**config.mk**
```make
export PLATFORM = sky130hd
export DESIGN_NAME = sram_mem_arbiter
export DESIGN_NICKNAME = d
export VERILOG_FILES = /design/src/rtl/sram_arb_pkg.sv /design/src/rtl/arb_pick2.sv /design/src/rtl/sram_mem_arbiter.sv
export SDC_FILE = /design/constraint.sdc
export NUM_CORES = 1
export LEC_CHECK = 0
export CAP_MARGIN = 20
export CORE_MARGIN = 1.5
export CORE_UTILIZATION = 37
export CTS_BUF_LIST = sky130_fd_sc_hd__clkbuf_8 sky130_fd_sc_hd__clkbuf_16
export DETAILED_ROUTE_END_ITERATION = 6
export PLACE_DENSITY = 0.86
export SYNTH_ARGS = -nofsm -noshare
export SYNTH_HDL_FRONTEND = slang
export SYNTH_HIERARCHICAL = 1
export SYNTH_SLANG_ARGS = --single-unit
```
**constraint.sdc**
```tcl
create_clock -name clk -period 5.1 [get_ports clk]
set_clock_uncertainty 0.1 [all_clocks]
set_input_delay 1.02 -clock clk [delete_from_list [all_inputs] [get_ports clk]]
set_output_delay 1.02 -clock clk [all_outputs]
set_load 0.03 [all_outputs]
```
**src/rtl/sram_arb_pkg.sv**
```systemverilog
// Shared types for the SRAM controller arbiter: FSM state encoding and port identifiers.
// Used by sram_mem_arbiter and arb_pick2.
package sram_arb_pkg;

    typedef enum logic [1:0] {
        ARB_IDLE  = 2'd0,
        ARB_GRANT = 2'd1,
        ARB_DONE  = 2'd2
    } arb_state_t;

    localparam logic PORT_DATA = 1'b0;
    localparam logic PORT_AUX  = 1'b1;

endpackage

```
**src/rtl/arb_pick2.sv**
```systemverilog
// Combinational two-way winner select for the SRAM arbiter.
// ARB_ROUND_ROBIN_EN: contention resolved by ptr; otherwise port 0 always wins contention.
module arb_pick2
    import sram_arb_pkg::*;
(
    input  logic [1:0] pending,
    input  logic       ptr,
    output logic       winner,
    output logic       valid
);

`ifdef ARB_ROUND_ROBIN_EN
    always_comb begin
        valid  = |pending;
        winner = PORT_DATA;
        if (pending == 2'b11) begin
            winner = ptr;
        end else if (pending[1]) begin
            winner = PORT_AUX;
        end
    end
`else
    logic ptr_unused;
    assign ptr_unused = ptr;

    always_comb begin
        valid  = |pending;
        winner = (pending[0] || !pending[1]) ? PORT_DATA : PORT_AUX;
    end
`endif

endmodule

```
**src/rtl/sram_mem_arbiter.sv**
```systemverilog
// Two-port arbiter in front of the single SRAM controller (port 0 = MEM stage, port 1 = aux master).
// Build option ARB_ROUND_ROBIN_EN selects round-robin contention handling instead of fixed priority.
module sram_mem_arbiter
    import sram_arb_pkg::*;
#(
    parameter int ADDR_W     = 32,
    parameter int DATA_W     = 32,
    parameter int WAIT_LIMIT = 1023
) (
    input  logic              clk,
    input  logic              rst,
    input  logic              p0_rd,
    input  logic              p0_wr,
    input  logic [ADDR_W-1:0] p0_addr,
    input  logic [DATA_W-1:0] p0_wdata,
    output logic [DATA_W-1:0] p0_rdata,
    output logic              p0_ready,
    input  logic              p1_rd,
    input  logic              p1_wr,
    input  logic [ADDR_W-1:0] p1_addr,
    input  logic [DATA_W-1:0] p1_wdata,
    output logic [DATA_W-1:0] p1_rdata,
    output logic              p1_ready,
    output logic              mem_read_en,
    output logic              mem_write_en,
    output logic [ADDR_W-1:0] mem_address,
    output logic [DATA_W-1:0] mem_writeData,
    input  logic [DATA_W-1:0] mem_readData,
    input  logic              mem_ready,
    output logic              grant_id,
    output logic              busy,
    output logic              timeout_err
);

    localparam int CNT_W = $clog2(WAIT_LIMIT + 1);
    localparam logic [CNT_W-1:0] CNT_MAX   = '1;
    localparam logic [CNT_W-1:0] CNT_LIMIT = CNT_W'(WAIT_LIMIT);

    arb_state_t        state;
    arb_state_t        state_next;
    logic              cmd_rd;
    logic              cmd_wr;
    logic [ADDR_W-1:0] cmd_addr;
    logic [DATA_W-1:0] cmd_wdata;
    logic [CNT_W-1:0]  wait_cnt;
    logic [1:0]        pending;
    logic              pick_winner;
    logic              pick_valid;
    logic              ptr;

    assign pending = {p1_rd | p1_wr, p0_rd | p0_wr};

    arb_pick2 u_pick (
        .pending (pending),
        .ptr     (ptr),
        .winner  (pick_winner),
        .valid   (pick_valid)
    );

`ifdef ARB_ROUND_ROBIN_EN
    // The port just served loses the next tie.
    always_ff @(posedge clk or posedge rst) begin
        if (rst) begin
            ptr <= PORT_DATA;
        end else if (state == ARB_DONE) begin
            ptr <= ~grant_id;
        end
    end
`else
    assign ptr = PORT_DATA;
`endif

    always_ff @(posedge clk or posedge rst) begin
        if (rst) begin
            state <= ARB_IDLE;
        end else begin
            state <= state_next;
        end
    end

    always_comb begin
        state_next = state;
        case (state)
            ARB_IDLE:  if (pick_valid) state_next = ARB_GRANT;
            ARB_GRANT: if (mem_ready)  state_next = ARB_DONE;
            ARB_DONE:  state_next = ARB_IDLE;
            default:   state_next = ARB_IDLE;
        endcase
    end

    always_comb begin
        busy         = 1'b0;
        mem_read_en  = 1'b0;
        mem_write_en = 1'b0;
        p0_ready     = 1'b0;
        p1_ready     = 1'b0;
        case (state)
            ARB_GRANT: begin
                busy         = 1'b1;
                mem_read_en  = cmd_rd;
                mem_write_en = cmd_wr;
            end
            ARB_DONE: begin
                busy     = 1'b1;
                p0_ready = (grant_id == PORT_DATA);
                p1_ready = (grant_id == PORT_AUX);
            end
            default: ;
        endcase
    end

    assign mem_address   = cmd_addr;
    assign mem_writeData = cmd_wdata;

    // Command capture; a simultaneous rd+wr is issued as a plain write.
    always_ff @(posedge clk or posedge rst) begin
        if (rst) begin
            grant_id  <= PORT_DATA;
            cmd_rd    <= 1'b0;
            cmd_wr    <= 1'b0;
            cmd_addr  <= '0;
            cmd_wdata <= '0;
        end else if (state == ARB_IDLE && pick_valid) begin
            grant_id <= pick_winner;
            if (pick_winner == PORT_AUX) begin
                cmd_rd    <= p1_rd & ~p1_wr;
                cmd_wr    <= p1_wr;
                cmd_addr  <= p1_addr;
                cmd_wdata <= p1_wdata;
            end else begin
                cmd_rd    <= p0_rd & ~p0_wr;
                cmd_wr    <= p0_wr;
                cmd_addr  <= p0_addr;
                cmd_wdata <= p0_wdata;
            end
        end
    end

    always_ff @(posedge clk or posedge rst) begin
        if (rst) begin
            wait_cnt    <= '0;
            timeout_err <= 1'b0;
        end else begin
            if (state == ARB_GRANT) begin
                if (wait_cnt != CNT_MAX) wait_cnt <= wait_cnt + CNT_W'(1);
                if (wait_cnt == CNT_LIMIT) timeout_err <= 1'b1;
            end else if (state == ARB_DONE) begin
                wait_cnt <= '0;
            end
        end
    end

    // Read data stays put until the same port completes another read.
    always_ff @(posedge clk or posedge rst) begin
        if (rst) begin
            p0_rdata <= '0;
            p1_rdata <= '0;
        end else if (state == ARB_GRANT && mem_ready && cmd_rd) begin
            if (grant_id == PORT_AUX) begin
                p1_rdata <= mem_readData;
            end else begin
                p0_rdata <= mem_readData;
            end
        end
    end

endmodule

```
==> results of run 1 <==
-- how the worst max path moves through the flow --
stage,cells past startpoint,to,startpoint
after floorplan,1,cmd_rd,rst
after global placement,6,mem_address[15],p0_wr
after detailed placement,6,mem_address[5],p0_wr
after CTS,4,mem_read_en,state[1]
after global routing,4,mem_read_en,state[1]
final,4,mem_read_en,state[1]
-- layout by cell type, fill, tap and decap left out, drive strengths merged --
| cell | count |
|---|---|
| clkdlybuf4s50 | 301 |
| dfrtp | 144 |
| a21oi | 70 |
| nor2 | 68 |
| mux2i | 65 |
| mux2 | 65 |
| clkbuf | 18 |
| inv | 16 |
| o21ai | 10 |
| nand2 | 9 |
| ha | 5 |
| nor2b | 4 |
| nand3 | 4 |
| buf | 4 |
| and2 | 4 |
| and4 | 3 |
| xor2 | 3 |
| clkinvlp | 3 |
| or2 | 3 |
| clkinv | 3 |
| a31oi | 2 |
| a311oi | 2 |
| nand4 | 2 |
| nand3b | 1 |
| a41o | 1 |
| a22o | 1 |
| and3 | 1 |
| o22ai | 1 |
| o41ai | 1 |
| a41oi | 1 |
| o311a | 1 |
| a31o | 1 |
| nor3b | 1 |
| o21a | 1 |
-- layout make-up --
cell class                      instances  area (µm²)  share of cell area
Tap cell                              220       275.3             0.02726
Multi-Input combinational cell        330        2569              0.2544
Clock inverter                         14       120.1             0.01190
Inverter                                8       35.03            0.003470
Clock buffer                           18       439.2             0.04349
Timing Repair Buffer                  305        3055              0.3026
Sequential cell                       144        3603              0.3569
-- per-layer routing --
metal | track usage | share of wire | vias to the layer above
met1 | 0.2297 | 0.40 | 2396
met4 | 0.05376 | 0.014 | 0
met3 | 0.08012 | 0.095 | 19
met5 | 0 | 0 | -
met2 | 0.3333 | 0.49 | 223
li1 | - | - | 2386
-- metrics by stage --
stage               total power [W]  setup slack, ps
floorplan                  0.003984            113.7
global placement           0.005334             1643
detailed placement         0.005423             1533
CTS                        0.006623             1674
global route               0.006928             1544
finish                     0.006559             1682
-- critical path, cell delays in order (launching register included) --
cell and delay, ps:
dfrtp_1 380, inv_1 120, ha_1 410, and2_4 270, clkdlybuf4s50_1 710
-- registers in the layout, summed over array words and instances, names as in the netlist --
register,flops
p0_rdata,32
grant_id,1
cmd_rd,1
wait_cnt,10
cmd_wr,1
mem_writeData,32
state,2
mem_address,32
p1_rdata,32
timeout_err,1
-- power breakdown --
part           internal [W]  total [W]  switching (W)  leakage [nW]
logic               0.00147    0.00339        0.00192          2.28
clock network      0.000651    0.00117       0.000521         0.269
registers           0.00168    0.00200       0.000318          1.71
==> results.cfg, run 1 <==
[place]
portBuffers = 301
placedCellCount = 1007
dp_hpwl_mm = 12.89
gp_congestion = 0.8231
place_area_um2 = 9538

[timing]
rsz0062_at_grt = no
tns_ps = 0
fin_crit_sh = 0.6702
setup_violations = 0
worst_pin_slew_ps = 972.0
relSlewSlack = 0.3520
finalMaxSlewViolations = 0
fin_crit_ps = 3418
hold_viol = 0
fin_hold_ws_ps = 389.1
max_clock_freq_mhz = 292.6

[layout]
fin_util = 0.6046
antenna_cells = 0
n_fill_cell = 1351
area_growth_pct = 58.27
stdcell_count = 1039
drive_above_1_share = 0.1001
fin_area_um2 = 10100
nNetsFinal = 978

[pwr]
power_density_nw_per_um2 = 649.6
p_leak_nw = 4.266
vdd_ir_drop_max_v = 0.0003328

[status]
status = complete, no violations

[detailed_routing]
viasPerCell = 4.835
initialDrtViolationCount = 153
wl_per_cell_um = 16.80
drtAntennaViolNets = 0
wl_mm = 17.46
dr.pass1.iters = 4
vias = 5024
drc_errors = 0

[clock_tree]
clock_latency_ps = 410
htree_levels = 4
clockRootBuffer = clkbuf_16
path_clk_slew_ps = 60
cts.sinks = 144
numCtsBuffers = 17
cts-resized-gates = 0
hold_buffers = 0
cts_tree = done
cts_buffer_depth = 2
cts_setup_buffers = 0

[critical_path]
crit_required_ps = 3980
r2r_cells = 5
setup.worst_path.class = flop to primary output
cp_max_fo = 12
r2r_end = p1_rdata[5]
cp-start-kind = flop
worstPathArrival_ps = 2300
rrSetupSlack_ps = 2670
crit-reg2reg-launch = state[1]
endpoint_kind = primary output

[worst_hold_path]
worstHoldEndpoint = timeout_err
hp-start = timeout_err
hold_class = flop to flop
hold_depth = 1

[floorplanning]
start_util = 0.3820
core_area_um2 = 16700
rows = 47
die_h_um = 134.3
die_x_um = 134.3
die-area_um2 = 18040
num_io_pins = 302

[synth]
synthCells = 512
synth_fp_nets = 684
yosysWarnings = 6
synth_area_um2 = 6380
avgSynthCellArea_um2 = 12.46

[grt]
grt_antenna_before_repair = 0
overflow = 0
grt_usage = 0.1964
grt_max_degree = 100
grt_pass1_wl_mm = 27.43
grt_pass1_vias = 5171

[job]
cap_viol_max_count = 0
No activity file was read; power rests on OpenSTA's default activity.
==> run 2, diff against run 1 <==
--- a/config.mk
+++ b/config.mk
@@ -7,10 +7,10 @@
 export LEC_CHECK = 0
 export CAP_MARGIN = 20
 export CORE_MARGIN = 1.5
-export CORE_UTILIZATION = 37
+export CORE_UTILIZATION = 41
 export CTS_BUF_LIST = sky130_fd_sc_hd__clkbuf_8 sky130_fd_sc_hd__clkbuf_16
 export DETAILED_ROUTE_END_ITERATION = 6
-export PLACE_DENSITY = 0.86
+export PLACE_DENSITY = 0.9
 export SYNTH_ARGS = -nofsm -noshare
 export SYNTH_HDL_FRONTEND = slang
 export SYNTH_HIERARCHICAL = 1
==> constraint.sdc (replaced) <==
create_clock -name clk -period 3.4 [get_ports clk]
set_clock_uncertainty 0.1 [all_clocks]
set_input_delay 0.68 -clock clk [delete_from_list [all_inputs] [get_ports clk]]
set_output_delay 0.68 -clock clk [all_outputs]
set_load 0.03 [all_outputs]
==> run 2 against run 1 <==
- die area fell by 9.5%
- non-clock buffer count increased by 6
- clock power is 69% higher
- count of clock-buffer cells in the layout is 3 higher
- power up 55%
- largest power group unchanged
==> results.cfg, run 2 (synthesis results as in run 1) <==
[place]
gp_congestion = 0.7958
pre_cts_slack_ps = 665.5
dp_hpwl_mm = 13.24
place_area_um2 = 9554
portBuffers = 301

[critical_path]
path_cells = inv_1 -> ha_1 -> and2_4 -> clkdlybuf4s50_1
cp_max_fo = 12
cp-start-kind = flop
worstPathArrival_ps = 2350
crit_required_ps = 2620
max_stage_delay_ps = 700
setup.worst_path.class = flop to primary output
endpoint_kind = primary output
slowest_stage = clkdlybuf4s50_1

[grt]
grt_pass1_wl_mm = 28.22
grt_pass1_vias = 5349
overflow = 0
grt_max_degree = 89
grt_usage = 0.2248
grt_antenna_before_repair = 0

[clock_tree]
hold_buffers = 0
path_clk_slew_ps = 60
cts_setup_buffers = 0
cts_buffer_depth = 2
clockRootBuffer = clkbuf_16
htree_levels = 4
numCtsBuffers = 17
cts-resized-gates = 0
cts_tree = done
clock_latency_ps = 420
cts.sinks = 144

[detailed_routing]
drc_errors = 0
dr.pass1.iters = 4
wl_per_cell_um = 18.04
vias = 5140
viasPerCell = 5.069
drtAntennaViolNets = 0
initialDrtViolationCount = 253
wl_mm = 18.30

[layout]
fin_area_um2 = 10190
n_fill_cell = 1087
final_common_cell = clkdlybuf4s50_1
final_cell_mix = 301 x clkdlybuf4s50_1, 144 x dfrtp_1, 70 x a21oi_1, 67 x nor2_1, 65 x mux2i_1
area_growth_pct = 59.72
fin_util = 0.6703
nNetsFinal = 984
drive_above_1_share = 0.1067

[timing]
fin_crit_sh = 0.9219
postLayoutSetupSlackWorst_ps = 265.5
fin_crit_ps = 3135
setup_violations = 0
finalMaxSlewViolations = 0
tns_ps = 0
max_clock_freq_mhz = 319.0
relSlewSlack = 0.5820
hold_viol = 0
worst_pin_slew_ps = 627.0
rsz0062_at_grt = no

[pwr]
p_leak_nw = 4.341
vdd_ir_drop_max_v = 0.0006987
power.total_w = 0.01015
power_density_nw_per_um2 = 995.8

[floorplanning]
die-area_um2 = 16320
die_h_um = 127.7
core_area_um2 = 15200
rows = 45
num_io_pins = 302
start_util = 0.4197
die_x_um = 127.7

[worst_hold_path]
hold_class = flop to flop

[status]
status = complete, no violations

[job]
cap_viol_max_count = 0
[run 2: cell count changes in the layout (fill, tap and decap cells not counted), moves of 3 or more]
| cell | before | now |
|---|---|---|
| clkbuf_8 | 1 | 4 |
| buf_4 | 3 | 8 |
| inv_6 | 7 | 2 |
| bufinv_16 | 0 | 3 |
[run 2: metrics by stage]
stage / hold WS [ps] / instances
after floorplan: 387.2 / 512
after global placement: 356.4 / 981
after detailed placement: 359.9 / 981
after CTS: 372.2 / 1013
after global routing: 401.9 / 1013
final: 368.6 / 1014
[run 2: power by group]
group / switching (W) / leakage [nW] / total (W) / internal [W]
clock: 0.000742 / 0.314 / 0.00198 / 0.00124
sequential: 0.000497 / 1.71 / 0.00302 / 0.00252
combinational: 0.00291 / 2.31 / 0.00515 / 0.00223
total: 0.00415 / 4.34 / 0.0101 / 0.00600
[run 2: worst max-delay path: cells and delay by family, from the launching register on]
family,cells,cell delay (ps)
buffers and inverters,2,830
and+or+nand+nor,1,280
DFF,1,380
adders and majority gates,1,450
[run 2: cell type report]
cell class,count,area [µm²],share of cell area
Antenna cell,1,2.502,0.0002456
Clock buffer,21,480.5,0.04715
Clock inverter,11,152.6,0.01498
Inverter,8,33.78,0.003315
Multi-Input combinational cell,330,2569,0.2521
Sequential cell,144,3603,0.3536
Tap cell,188,235.2,0.02308
Timing Repair Buffer,311,3113,0.3055
[run 2: per-layer routing]
layer  wire, µm  share of wire  vias up  global-route usage
li1           -              -     2391                   -
met3       1623          0.089       31             0.08055
met5          0              0        -                   0
met2       9175           0.50      242              0.3843
met4        387          0.021        0             0.09319
met1       7110           0.39     2476              0.2556
[run 2: worst paths after layout]
check | endpoint | cells after the start | from | slack, ps
setup / recovery | mem_read_en | 4 | state[1] | 270
hold / removal | timeout_err | 1 | timeout_err | 370
setup reg to reg | p0_rdata[12] | 5 | state[1] | 1010
hold reg to reg | timeout_err | 1 | timeout_err | 370
max in group asynchronous | mem_writeData[24] | 3 | rst | 1870
min in group asynchronous | p0_rdata[19] | 2 | rst | 500
==> run 3, diff against run 2 <==
--- a/config.mk
+++ b/config.mk
@@ -5,11 +5,13 @@
 export SDC_FILE = /design/constraint.sdc
 export NUM_CORES = 1
 export LEC_CHECK = 0
-export CAP_MARGIN = 20
+export CAP_MARGIN = 5
 export CORE_MARGIN = 1.5
 export CORE_UTILIZATION = 41
 export CTS_BUF_LIST = sky130_fd_sc_hd__clkbuf_8 sky130_fd_sc_hd__clkbuf_16
+export CTS_CLUSTER_SIZE = 30
 export DETAILED_ROUTE_END_ITERATION = 6
+export GPL_TIMING_DRIVEN = 0
 export PLACE_DENSITY = 0.9
 export SYNTH_ARGS = -nofsm -noshare
 export SYNTH_HDL_FRONTEND = slang
==> run 3 against run 2 <==
- global-route usage rose by 1.3 points
- register-to-register slack improved by 430 ps
- routed wire length rose by 5.7%
- critical path depth rose by 1
- utilization rose by 1.0 points
- maximum frequency rose by 7.4%
- power rose by 1.9%
- worst setup slack improved by 220 ps
- first-iteration DRC count fell by 39%
- via count rose by 2.5%
- final cell count rose by 2.3%
- count of clock-buffer cells in the layout fell by 2
==> results.cfg, run 3 (synthesis results as in run 1) <==
[detailed_routing]
drtAntennaViolNets = 0
dr.pass1.iters = 5
viasPerCell = 5.078
initialDrtViolationCount = 154
wl_per_cell_um = 18.65
drc_errors = 0
wl_mm = 19.34
vias = 5266

[place]
placedCellCount = 1004
pre_cts_slack_ps = 522.1
portBuffers = 301
gp_congestion = 0.8470
place_area_um2 = 9692
dp_hpwl_mm = 14.62

[timing]
fin_crit_sh = 0.8585
postLayoutSetupSlackWorst_ps = 481.0
relSlewSlack = 0.5361
worst_pin_slew_ps = 695.9
tns_ps = 0
max_clock_freq_mhz = 342.6
setup_violations = 0
finalMaxSlewViolations = 0
rsz0062_at_grt = no
fin_crit_ps = 2919
hold_viol = 0

[layout]
final_cell_mix = 301 x clkdlybuf4s50_1, 144 x dfrtp_1, 70 x a21oi_1, 67 x nor2_1, 65 x mux2i_1
area_growth_pct = 62.15
fin_area_um2 = 10340
stdcell_count = 1037
nNetsFinal = 1007
final_common_cell = clkdlybuf4s50_1
drive_above_1_share = 0.1215

[worst_hold_path]
hp-start = timeout_err
hold_depth = 1
worstHoldEndpoint = timeout_err
hold_class = flop to flop

[critical_path]
cp-start-kind = flop
crit-reg2reg-launch = state[0]
endpoint_kind = primary output
cp_max_fo = 10
cp_top_family = buffers and inverters
max_stage_delay_ps = 670
r2r_cells = 7
r2r_end = mem_address[17]
setup.worst_path.class = flop to primary output
crit_required_ps = 2620
path_cells = inv_1 -> ha_1 -> buf_2 -> and2_1 -> clkdlybuf4s50_1
slowest_stage = clkdlybuf4s50_1
worstPathArrival_ps = 2140
worst-path-buf-inv = 3
rrSetupSlack_ps = 1440

[pwr]
power.total_w = 0.01034
p_leak_nw = 4.424
vdd_ir_drop_max_v = 0.0005091
power_density_nw_per_um2 = 999.3

[clock_tree]
clock_latency_ps = 420
cts.sinks = 144
hold_buffers = 0
cts_buffer_depth = 2
cts_setup_buffers = 0
htree_levels = 4
cts-resized-gates = 0
clockRootBuffer = clkbuf_16
numCtsBuffers = 17
path_clk_slew_ps = 60
cts_tree = done

[grt]
overflow = 0
grt_max_degree = 44
grt_usage = 0.2376
grt_pass1_wl_mm = 29.53
grt_antenna_before_repair = 1
grt_pass1_vias = 5489

[floorplanning]
num_io_pins = 302
core_area_um2 = 15200
die_x_um = 127.7
die-area_um2 = 16320
rows = 45
die_h_um = 127.7
start_util = 0.4197

[job]
cap_viol_max_count = 0

[status]
status = complete, no violations
[run 3: cell count changes in the layout (fill, tap and decap cells not counted), sizes merged]
cell      previous run  this run
clkinv               6         1
clkinvlp             1         4
bufinv               3         4
inv                  9        12
buf                 10        27
clkbuf              21        25
[run 3: worst max path at each step]
stage / startpoint / to / slack (ps) / depth (start not counted)
floorplan: rst / cmd_rd / 810 / 1
global placement: rst / mem_address[31] / -430 / 2
detailed placement: p1_wr / mem_address[17] / 520 / 8
CTS: state[1] / mem_write_en / 450 / 5
global route: state[1] / mem_write_en / 350 / 5
finish: state[1] / mem_write_en / 480 / 5
[run 3: cell type report]
class                   count  area, µm²
well taps                 188      235.2
plain buffers              30      187.7
clock inverters            13      197.7
fillers                  1104       4857
repair buffers            304       3073
flip-flops and latches    144       3603
diodes                      1      2.502
inverters                   8      33.78
multi-input cells         330       2559
clock buffers              19      452.9
[run 3: where the power goes]
| group | switching, W | internal, W | total [W] |
|---|---|---|---|
| Combinational | 0.00302 | 0.00227 | 0.00528 |
| Sequential | 0.000491 | 0.00252 | 0.00301 |
| Clock | 0.000759 | 0.00128 | 0.00204 |
[run 3: per-layer routing]
| layer | GRT usage | wire length [µm] | share of wire |
|---|---|---|---|
| met3 | 0.07721 | 1580 | 0.082 |
| met2 | 0.4114 | 9726 | 0.50 |
| met5 | 0 | 0 | 0 |
| met1 | 0.2682 | 7431 | 0.38 |
| met4 | 0.1051 | 599 | 0.031 |
[run 3: through the flow]
| step | hold WS, ps | util |
|---|---|---|
| floorplan | 387.2 | - |
| global placement | 357.1 | 0.6336 |
| detailed placement | 356.9 | 0.6375 |
| CTS | 369.2 | 0.6803 |
| global route | 391.3 | 0.6805 |
| finish | 368.2 | 0.6805 |
